<file path="src/rtl/instr_fetch_queue.sv">
// instr_fetch_queue
//   Fetch stage for the core. It owns the fetch PC and issues in-order word
//   requests to a variable-latency instruction memory. Returned words are
//   tagged with their PC and held in a DEPTH-entry FIFO that feeds decode.
//   A redirect flushes the FIFO, restarts fetch at the new PC, and discards
//   every response that is still outstanding at that moment.
//
// Ports
//   clk, rst                 clock and synchronous active-high reset
//   imem_req_valid/ready     request handshake toward instruction memory
//   imem_req_addr            word-aligned request address (current fetch PC)
//   imem_rsp_valid/data      in-order response words, no back-pressure
//   out_valid/ready          head-of-queue handshake toward decode
//   out_instr, out_pc        head instruction and its PC
//   redirect_valid/pc        flush and restart fetch (low two bits ignored)
//   count                    number of queued entries
module instr_fetch_queue #(
  parameter int              XLEN     = 32,
  parameter int              DEPTH    = 4,
  parameter logic [XLEN-1:0] RESET_PC = '0
) (
  input  logic                       clk,
  input  logic                       rst,
  output logic                       imem_req_valid,
  input  logic                       imem_req_ready,
  output logic [XLEN-1:0]            imem_req_addr,
  input  logic                       imem_rsp_valid,
  input  logic [XLEN-1:0]            imem_rsp_data,
  output logic                       out_valid,
  input  logic                       out_ready,
  output logic [XLEN-1:0]            out_instr,
  output logic [XLEN-1:0]            out_pc,
  input  logic                       redirect_valid,
  input  logic [XLEN-1:0]            redirect_pc,
  output logic [$clog2(DEPTH+1)-1:0] count
);

  localparam int CW = $clog2(DEPTH + 1);
  localparam int PW = $clog2(DEPTH);

  logic [XLEN-1:0] fetch_pc_reg;
  logic [XLEN-1:0] rsp_pc_reg;
  logic [CW-1:0]   count_reg;
  logic [CW-1:0]   count_next;
  logic [CW-1:0]   inflight_reg;
  logic [CW-1:0]   inflight_next;
  logic [CW-1:0]   drop_cnt_reg;
  logic [PW-1:0]   wr_ptr_reg;
  logic [PW-1:0]   rd_ptr_reg;

  logic [XLEN-1:0] instr_mem [DEPTH];
  logic [XLEN-1:0] pc_mem    [DEPTH];

  logic [CW:0]     occupancy;
  logic            req_fire;
  logic            rsp_fire;
  logic            rsp_drop;
  logic            push;
  logic            pop;
  logic [XLEN-1:0] redirect_aligned;

  // A FIFO slot is reserved for every word in flight, so capping
  // queued + in-flight at DEPTH guarantees a push can never overflow.
  assign occupancy      = {1'b0, count_reg} + {1'b0, inflight_reg};
  assign imem_req_valid = !rst && !redirect_valid && (occupancy < (CW+1)'(DEPTH));
  assign imem_req_addr  = fetch_pc_reg;
  assign req_fire       = imem_req_valid && imem_req_ready;

  // A response with nothing outstanding is a protocol error and is ignored
  // so the counters never underflow.
  assign rsp_fire = imem_rsp_valid && (inflight_reg != '0);
  assign rsp_drop = rsp_fire && (drop_cnt_reg != '0);
  assign push     = rsp_fire && (drop_cnt_reg == '0) && !redirect_valid;

  assign out_valid = (count_reg != '0) && !redirect_valid;
  assign pop       = out_valid && out_ready;
  assign out_instr = instr_mem[rd_ptr_reg];
  assign out_pc    = pc_mem[rd_ptr_reg];
  assign count     = count_reg;

  assign redirect_aligned = {redirect_pc[XLEN-1:2], 2'b00};

  always_comb begin
    inflight_next = inflight_reg;
    if (req_fire && !rsp_fire) begin
      inflight_next = inflight_reg + CW'(1);
    end else if (!req_fire && rsp_fire) begin
      inflight_next = inflight_reg - CW'(1);
    end
  end

  always_comb begin
    count_next = count_reg;
    if (push && !pop) begin
      count_next = count_reg + CW'(1);
    end else if (pop && !push) begin
      count_next = count_reg - CW'(1);
    end
  end

  always_ff @(posedge clk) begin
    if (rst) begin
      fetch_pc_reg <= RESET_PC;
      rsp_pc_reg   <= RESET_PC;
      count_reg    <= '0;
      inflight_reg <= '0;
      drop_cnt_reg <= '0;
      wr_ptr_reg   <= '0;
      rd_ptr_reg   <= '0;
    end else begin
      inflight_reg <= inflight_next;
      if (redirect_valid) begin
        // No request issues during a redirect, so inflight_next is exactly
        // the number of words still owed by memory; all of them are stale.
        fetch_pc_reg <= redirect_aligned;
        rsp_pc_reg   <= redirect_aligned;
        count_reg    <= '0;
        wr_ptr_reg   <= '0;
        rd_ptr_reg   <= '0;
        drop_cnt_reg <= inflight_next;
      end else begin
        count_reg <= count_next;
        if (req_fire) begin
          fetch_pc_reg <= fetch_pc_reg + XLEN'(4);
        end
        if (rsp_drop) begin
          drop_cnt_reg <= drop_cnt_reg - CW'(1);
        end
        if (push) begin
          rsp_pc_reg <= rsp_pc_reg + XLEN'(4);
          wr_ptr_reg <= wr_ptr_reg + PW'(1);
        end
        if (pop) begin
          rd_ptr_reg <= rd_ptr_reg + PW'(1);
        end
      end
    end
  end

  // Entry storage is cleared on reset so the head reads as zero until the
  // first word lands.
  always_ff @(posedge clk) begin
    if (rst) begin
      for (int i = 0; i < DEPTH; i++) begin
        instr_mem[i] <= '0;
        pc_mem[i]    <= '0;
      end
    end else if (push) begin
      instr_mem[wr_ptr_reg] <= imem_rsp_data;
      pc_mem[wr_ptr_reg]    <= rsp_pc_reg;
    end
  end

endmodule

</file>
<file path="config.mk">
export PLATFORM = sky130hd
export DESIGN_NAME = instr_fetch_queue
export DESIGN_NICKNAME = d
export VERILOG_FILES = /design/src/rtl/instr_fetch_queue.sv
export SDC_FILE = /design/constraint.sdc
export NUM_CORES = 1
export LEC_CHECK = 0
export ABC_AREA = 1
export CORE_MARGIN = 1
export CORE_UTILIZATION = 50
export CTS_CLUSTER_DIAMETER = 40
export DETAILED_ROUTE_END_ITERATION = 8
export PLACE_DENSITY = 0.72
export SLEW_MARGIN = 20
export SYNTH_ARGS = -nofsm -noshare
export SYNTH_HDL_FRONTEND = slang
export SYNTH_SLANG_ARGS = --single-unit
</file>
<file path="constraint.sdc">
create_clock -name clk -period 11.5 [get_ports clk]
set_clock_uncertainty 0.15 [all_clocks]
set_input_delay 2.3 -clock clk [delete_from_list [all_inputs] [get_ports clk]]
set_output_delay 2.3 -clock clk [all_outputs]
set_load 0.005 [all_outputs]
</file>
# ---- Yosys cells after proc, flatten, opt, wreduce, memory -nomap -nowiden
# Memory sizes are Yosys's and may differ from the RTL's. A register that Yosys moved wholly into a read port is not among the register bits.
# Index checks and enable logic that the tools add are counted.
dict set report totals {
  regBits 77
  ram_bits 256
  wordCells 77
  memories 2
}
# memory words word_bits read_ports rd_clocked_by_memory_dff write_ports line
set memory_table {}
lappend memory_table {instr_mem 4 32 1 1 4 51} ;# logic [XLEN-1:0] instr_mem [DEPTH];
lappend memory_table {pc_mem 4 32 1 1 4 52} ;# logic [XLEN-1:0] pc_mem [DEPTH];
dict set report op_classes {
  add_sub_neg 10
  magnitude_cmp 1
  muxes 25
  n_reduce_logical 30
}
# op count
set op_table {}
lappend op_table {{32-bit two-way mux} 6}
lappend op_table {{32-bit by 3-bit adder with 32-bit output, second input constant} 2}
lappend op_table {{32-bit OR reduction} 2}
lappend op_table {{3-bit two-way mux} 6}
lappend op_table {{1-bit logical AND} 13}
lappend op_table {{2-bit two-way mux} 6}
lappend op_table {{3-bit nonzero test} 3}
lappend op_table {{3-bit by 1-bit subtractor with 3-bit output, second input constant} 3}
lappend op_table {{2-bit nonzero test} 4}
lappend op_table {{1-bit two-way mux} 7}
lappend op_table {{3-bit by 1-bit adder with 3-bit output, second input constant} 2}
lappend op_table {{1-bit logical NOT} 6}
lappend op_table {{2-bit by 1-bit adder with 2-bit output, second input constant} 2}
lappend op_table {{3-bit by 3-bit adder with 4-bit output} 1}
lappend op_table {{4-bit by 3-bit < comparator with 1-bit output, second input constant} 1}
lappend op_table {{3-bit logical NOT} 1}
lappend op_table {{2-bit OR reduction} 1}

# ---- Depth between registers and ports, before layout
# Gate-level depths: netlist (run 1).
dict set report depth {
  word_depth 9
  ltp_mapped 16
  mapped_depth_nobuf 15
}

# ---- Worst setup path after synthesis (run 1)
# No wires, ideal clock.
dict set report synth_timing {
  kind {input -> register}
  from {input port rst}
  to {memory instr_mem[2][0] (enable)}
  arrival_time_ns 7.550
  required_time_ns 10.783
  slack_ns 3.233
  stages 8
  path_buffers 3
  cell_sequence {buf_2 nor2_4 inv_2 nor2_4 inv_2 buf_6 buf_6 o21ai_0}
}
# element line
set synth_rtl {}
lappend synth_rtl {{start, declared} 23} ;# input logic rst,
lappend synth_rtl {{end, declared} 51}

# ---- Worst setup path after layout (run 1)
dict set report layout_timing {
  from {input port rst}
  to {output port imem_req_valid}
}
dict set report layout_via {
  elab_chain_len 3
}
# element line
set layout_lines {}
lappend layout_lines {{1-bit logical NOT} 65} ;# assign imem_req_valid = !rst && !redirect_valid && (occupancy < (CW+1)'(DEPTH));
lappend layout_lines {{1-bit logical AND (2 in series)} 65}
lappend layout_lines {{end, declared} 24} ;# output logic imem_req_valid,
# Every way passes these cells.

==> results.md, run 1 <==
Worst setup path:
- The setup path with the least slack is of type in2out.
- The setup slack of the most critical reg-to-reg path is 7.33 ns.
- The worst path arrival time is 4.24 ns.
- In this run the critical register-to-register path is captured at pc_mem[0][27]$_SDFFCE_PN0P_.
- The element type at the critical path start is an input pin.
- The maximum fanout along the worst path is 45.
- The number of cells traversed by the worst register-to-register path is 13.
- The type of destination of the critical path is an output port.
- The launch point of the worst reg-to-reg path is inflight_reg[0]$_SDFF_PP0_.
- Data on the critical path is required at its endpoint by 9.05 ns.

Timing:
- Setup repair after global routing left no endpoint under its margin.
- The total of endpoints with negative setup slack in the final report is 0.
- The worst slew margin relative to its limit is 27.9%.
- Hold timing on the final database bottoms out at a slack of 0.344 ns.
- The clock period minus final worst setup slack is 6.69 ns.
- The maximum clock frequency is 149 MHz.
- At the pin with the least slew margin, the transition time is 1.08 ns.
- The hold violation count in the final report is 0.
- In the final timing run, aggregate negative setup slack is 0 ns.
- After layout, the worst path uses 58.2% of the clock period.
- The total count of max-transition violations in the final report came to 0.

Die:
- In this run the count of I/O pins placed on the die edge is 171.
- The overall die width is 178 um.
- The die is 178 um tall.
- The core region is 0.0300 mm2.
- The floorplan step defined a die boundary enclosing 0.0316 mm2.
- The initial cell density of the core is 51.4%.
- After floorplanning, the core was divided into 63 placement rows.

Cells and area:
- More flip-flops sit in one register than any other, and that register is instr_mem.
- The total number of nets in the final design is 2,008.
- Across the whole layout, storage elements account for 0.00895 mm2.
- The share of cells above drive strength 1 is 6.18%.
- In the final layout, the registers with the most flip-flops are instr_mem x128, pc_mem x120.
- The finished cells cover 0.0187 mm2.
- Counting the fill cells in the layout gives 2,471.
- The diode insertion count for antenna repair is 0.
- The register with the most flip-flops in the layout has 128 of them.
- The synthesis-to-layout area growth is 20.9%.
- The area occupied by multi-input gates is 0.00548 mm2.

Synth:
- The most used flip-flop cell after synthesis is edfxtp_1.
- After synthesis, the share of flip-flops with an asynchronous set or reset is 0%.
- In this run, synthesis inferred 248 flip-flops with an integrated enable.
- After synthesis, the mean cell area works out to 8.63 um2.
- The total of warnings raised by yosys is 0.
- In this run the cell area of the synthesized design comes to 0.0154 mm2.
- The post-synthesis register bit count is 323.
- Ranked by total cell area, the synthesized netlist is headed by edfxtp_1 (48%), nor2_1 (11%), dfxtp_1 (9.7%).
- The number of cells produced by synthesis is 1,790.
- The leading area contributor after synthesis is edfxtp_1.
- The distinct cell type count of the synthesized netlist is 37.
- The share of the synthesized area in the top cell type is 48.2%.
- The share of the Yosys chip area taken by registers is 58.0%.

Routing:
- Wires add up to 40.9 mm.
- The violation count after the first detailed-route iteration is 1,140.
- The post-route antenna net violation count is 0.
- The detailed router placed 12,900 vias in this run.
- The total iterations of the first detailed-routing run is 6.
- For this run, design rule violations remaining after detail routing come to 0.
- The average wire per cell in the routed design is 17.4 um.
- The via density per instance is 5.47.

Placed design:
- The count of input and output buffers is 164.
- The final RePlAce weighted congestion is 0.894.
- The estimated wirelength of the detail-placed design is 24.8 mm.
- Summing all placed instances gives a cell area of 0.0174 mm2.

GRT:
- The number of antenna violations at the first check in global routing was 0.
- Global routing used 25.9% of the available tracks across all layers.
- The number of global-route vias before repair is 12,400.
- Entering global routing, the biggest net connects 109 pins.
- After global routing the overflow that remains totals 0.
- The first global-routing pass estimated 63.4 mm of wire.

Clock network:
- The number of hold buffers added after CTS was 0.
- The number of sinks driven by the clock tree is 323.
- The tree is rooted in a clkbuf_16.
- Post-CTS repair changed the size of 0 cells.
- The clock tree from TritonCTS is done.
- Counting along the longest clock path gives a buffer depth of 3.
- The number of setup buffers added after CTS is 0.
- The number of buffers created by CTS is 40.
- The H-tree depth is 2.
- After clock tree synthesis, the clock-pin slew on the worst setup and hold paths is 0.05 ns.
- The clock latency of the later-clocked register in the worst-skew pair is 0.52 ns.

Min path:
- The type of the worst min-delay path is reg2reg.
- The worst min-delay path startpoint is rd_ptr_reg[0]$_SDFFE_PP0P_.
- The number of stages on the worst hold path is 2.

Run status:
- The run finished with clean final reports.

Power and ir drop:
- The combinational group share of total power is 12.9%.
- The internal power summed over all cells is 0.00221 W.
- The sequential cell fraction of total power is 46.3%.
- Power spread over the standard cell area amounts to 159 mW/mm2.
- In this run the static leakage power is 6.99 nW.
- The clock network fraction of total power is 40.8%.
- The power spent charging and discharging nets is 0.000764 W.
- Of the total power, the share spent switching nets is 25.7%.
- The worst vdd rail ir drop is 87.7 uV.

Flow run:
- Max-cap violations in this run came to 0.
layout by cell type, fill, tap and decap left out, types with 3 or more instances in the layout:
cell,count
o21ai_0,177
a31oi_1,11
nand3_1,70
nor2_2,11
edfxtp_1,248
inv_6,8
o22ai_1,63
dfxtp_1,73
inv_2,11
conb_1,4
o211ai_1,8
clkbuf_1,8
clkbuf_16,41
nand2_4,4
ha_1,10
nor3_1,3
nor2_4,9
o21ai_4,3
a21oi_1,54
clkdlybuf4s50_1,164
nand2_1,284
clkinv_2,3
inv_1,167
nor2_1,456
clkinvlp_4,3
buf_4,16
nand4_1,9
xor2_1,11
clkinv_1,7
clkbuf_8,3
Yosys cell counts (all sizes together) (2+ instances only):
master  count
nor2      476
nand2     290
edfxtp    248
o21ai     181
inv       179
dfxtp      75
nand3      70
clkbuf     65
o22ai      63
a21oi      54
buf        23
a31oi      11
xor2       11
ha         10
nand4       9
o211ai      8
clkinv      3
nor3        3
o21bai      2
cells by family after synthesis:
kind of cell / synth area share [%]
AO/OA/AOI/OAI: 11.2
other: 0.0243
AND/OR/NAND/NOR: 22.3
adder cells (fa/ha/maj): 0.940
flip-flops: 58.0
buffers and inverters: 6.94
XOR/XNOR: 0.681
metal layers:
| metal | global-route usage (%) | up-vias | share of wire, % |
|---|---|---|---|
| met4 | 6.70 | 0 | 1.7 |
| met1 | 33.6 | 6050 | 42 |
| met3 | 4.01 | 58 | 8.0 |
| met5 | 0 | - | 0 |
| met2 | 45.2 | 530 | 48 |
| li1 | - | 6217 | - |
per-stage QoR:
stage | setup slack [ns] | std cells | total power (W) | util, %
3_3_place_gp | 4.80 | 2275 | 0.00177 | 57.8
5_1_grt | 4.70 | 2348 | 0.00308 | 62.1
6_report | 4.81 | 2348 | 0.00297 | 62.1
3_5_place_dp | 4.79 | 2275 | 0.00178 | 57.8
2_1_floorplan | 3.23 | 1793 | 0.00161 | -
4_1_cts | 4.78 | 2348 | 0.00298 | 62.1
power by group through the flow:
stage / registers [W] / clock network (W) / logic, W
floorplan: 0.00139 / 0 / 0.000215
global placement: 0.00140 / 0 / 0.000373
detailed placement: 0.00140 / 0 / 0.000381
CTS: 0.00137 / 0.00122 / 0.000384
global route: 0.00138 / 0.00128 / 0.000425
finish: 0.00138 / 0.00121 / 0.000384
worst max path at each step:
stage | from | end | slack, ns | cells after the start
floorplan | rst | instr_mem[2][0]$_SDFFCE_PN0P_ | 3.23 | 8
global placement | rst | imem_req_valid | 4.80 | 6
detailed placement | rst | imem_req_valid | 4.79 | 6
CTS | rst | imem_req_valid | 4.78 | 6
global route | redirect_valid | imem_req_valid | 4.70 | 6
finish | rst | imem_req_valid | 4.81 | 6
final cells by class:
class / count / area share [%]
sequential: 323 / 48.0
clock inverter: 21 / 1.05
clock buffer: 52 / 5.88
timing repair buffer: 180 / 9.44
tap: 390 / 2.61
inverter: 182 / 3.67
multi-input combinational: 1200 / 29.4
worst max-delay path, cell delays in order:
cell             delay, ns
clkdlybuf4s50_1       0.39
buf_4                 0.30
nor2_4                0.42
nand2_2               0.11
nor2_4                0.17
clkdlybuf4s50_1       0.53
No activity file was read; power rests on OpenSTA's default activity.
==> inputs of run 2 (changes only) <==
Clock period 11.5 ns to 6.59 ns, I/O delays scaled along.
==> results.md, run 2 (same netlist as run 1, synthesis figures left out) <==
Routing:
- In the routed design, unresolved DRC markers number 0.
- The total iterations of the first detailed-routing run is 5.
- Dividing the detail-routed wire length by the instance count gives 17.4 um.
- For this block, the initial DRC count from the detailed router was 1,224.
- The via count is 12,900.
- In the routed layout, each cell is associated on average with a via count of 5.51.
- The count of nets left with antenna violations once routing finished came out at 0.
- The routed wire length is 41.0 mm.

Clock network:
- After clock tree synthesis, the clock-pin slew on the worst setup and hold paths is 0.05 ns.
- Buffers inserted during clock tree synthesis total 41.
- TritonCTS built the clock tree.
- Counting along the longest clock path gives a buffer depth of 3.
- In this run, post-CTS repair resized a total of 0 instances.
- The number of hold buffers added after CTS is 0.
- For this design, the sink count on the clock tree is 323.
- After clock tree synthesis, the setup repair step added 0 buffers.
- The clock reaches the later pin of the worst-skew pair after 0.53 ns.
- Clock tree synthesis selected as its root buffer the cell clkbuf_16.
- The clock tree synthesis step divided the H-tree into 2 levels.

Power and ir drop:
- Summed over all cells, the static leakage comes to 7.11 nW.
- The worst vdd rail ir drop is 154 uV.
- Power spread over the standard cell area amounts to 290 mW/mm2.

Die:
- The die is 178 um tall.
- The die is 178 um wide.
- The area of the die is 0.0316 mm2.
- Once the floorplan was initialized, standard cells occupied 51.4% of the core.
- Row generation in the floorplan step produced 63 rows.
- After floorplanning, the core was sized to cover 0.0300 mm2.
- For this design the top-level I/O count stands at 171.

Worst setup path:
- Walking the worst path, the cells encountered are clkdlybuf4s50_1 > nor2_4 > nand2_2 > nor2_4 > clkdlybuf4s50_1.
- The type of destination of the critical path is an output port.
- The worst path arrival time is 3.04 ns.
- The worst register-to-register path has a setup slack of 2.77 ns.
- The endpoint identified for the worst register-to-register timing path is pc_mem[3][4]$_DFFE_PP_.
- STA classifies the critical path startpoint as an input pin.
- The cell with the biggest individual delay on the critical path is clkdlybuf4s50_1.
- The highest cell delay on the worst timing path is 0.53 ns.
- The launch point of the worst reg-to-reg path is inflight_reg[0]$_SDFF_PP0_.
- The maximum fanout along the worst path is 14.
- The endpoint required time on the critical path is 5.12 ns.
- The number of cells on the worst reg-to-reg path is 13.
- By startpoint and endpoint, the worst setup path is classified as in2out.

GRT:
- The global-route congestion overflow total is 0.
- Entering global routing, the biggest net connects 107 pins.
- The number of antenna violations at the first check in global routing is 0.
- Global routing used 26.3% of the available tracks across all layers.
- The number of global-route vias before repair is 12,300.
- The first global-routing pass estimated 64.3 mm of wire.

Cells and area:
- Cells fill 62.8% of the core in the end.
- Ranked by flip-flop count, first place goes to instr_mem.
- In the final design database the tool counted 2,011 nets.
- In the final layout, the registers with the most flip-flops are instr_mem x128, pc_mem x120.
- The synthesis-to-layout area growth is 22.2%.
- The diode insertion count for antenna repair is 0.
- The layout has 2,484 filler cells.
- The flip-flop count of the largest register after layout is 128.
- The most common cell after layout, fill and taps aside is nor2_1.
- Leaving out fill and tap cells, the most frequent cells in the layout are nor2_1 (456), nand2_1 (284), edfxtp_1 (248), o21ai_0 (177), inv_1 (167).
- The post-route netlist has 6.78% of its cells at a drive strength greater than 1.

Timing:
- Setup total negative slack on the finished layout was measured at 0 ns.
- Setup violations remaining at the end of the flow were counted as 0.
- The slew at the pin closest to its max-slew limit is 1.10 ns.
- The maximum clock frequency is 222 MHz.
- After layout, the worst path uses 68.4% of the clock period.
- The worst pin sits at a relative slew slack of 26.7%.
- The total count of max-transition violations in the final report is 0.
- Setup repair after global routing left no endpoint under its margin.
- The hold violation count in the final report is 0.
- Subtracting the final worst setup slack from the clock period gives 4.51 ns.

Run status:
- The flow ran to the end, and the final reports show no timing, DRC or antenna violations.

Flow run:
- The max-capacitance violation count is 0.

Placed design:
- The wire-length estimate of the detail-placed layout is 25.1 mm.
- Routability-driven placement finished with a final weighted congestion of 0.894.
- Port buffering added 164 buffers.

Min path:
- The worst min-delay path startpoint is rd_ptr_reg[0]$_SDFFE_PP0P_.
- The type of the worst min-delay path is reg2reg.
- The number of stages on the worst hold path is 2.
run 2: changes by cell type in the layout (fill, tap and decap cells not counted), sizes merged:
cell / delta
clkinv: +2
clkbuf: -3
clkinvlp: -1
inv: -3
buf: +2
bufinv: +6
run 2: worst max-delay path by stage:
stage                              start                       endpoint  slack (ns)  cells past startpoint
final                                rst                 imem_req_valid        2.08                      5
after global placement    imem_rsp_valid     instr_mem[3][27]$_DFFE_PP_        1.85                     10
after floorplan                      rst  instr_mem[2][0]$_SDFFCE_PN0P_        0.99                      8
after detailed placement  imem_rsp_valid     instr_mem[3][26]$_DFFE_PP_        1.85                     10
after CTS                            rst                 imem_req_valid        2.03                      5
after global routing                flop                     out_pc[15]        1.93                      4
run 2: worst max-delay path, delay by kind of cell:
kind          cells  cell delay [ns]
buf+inv           2             1.03
simple gates      3             0.69
run 2: per-stage QoR:
step | cell area [um2] | hold slack (ns) | std cells | total power, W | setup slack [ns]
finish | 18900 | 0.335 | 2351 | 0.00547 | 2.08
CTS | 18900 | 0.337 | 2351 | 0.00549 | 2.03
detailed placement | 17400 | 0.328 | 2277 | 0.00310 | 1.85
global route | 18900 | 0.377 | 2351 | 0.00566 | 1.93
global placement | 17400 | 0.319 | 2277 | 0.00309 | 1.85
floorplan | 15500 | 0.306 | 1793 | 0.00280 | 0.986
run 2: cell type report:
class | count | area (um2) | area share, %
sequential | 323 | 8950 | 47.4
clock inverter | 25 | 370 | 1.96
timing repair buffer | 182 | 1790 | 9.48
clock buffer | 49 | 1110 | 5.86
tap | 390 | 488 | 2.59
inverter | 182 | 684 | 3.63
multi-input combinational | 1200 | 5480 | 29.0
run 2: power breakdown:
group          leakage [nW]  switching, W  internal, W
registers              3.18     0.0000739      0.00233
logic                  3.20      0.000407     0.000261
clock network         0.722      0.000873      0.00152
total                  7.11       0.00135      0.00411
run 2: metal layers:
layer	wire (um)	vias to the layer above	track usage [%]
li1	-	6204	-
met1	17200	6136	35.0
met2	19600	546	44.8
met3	3330	59	3.49
met4	806	0	7.73
met5	0	-	0
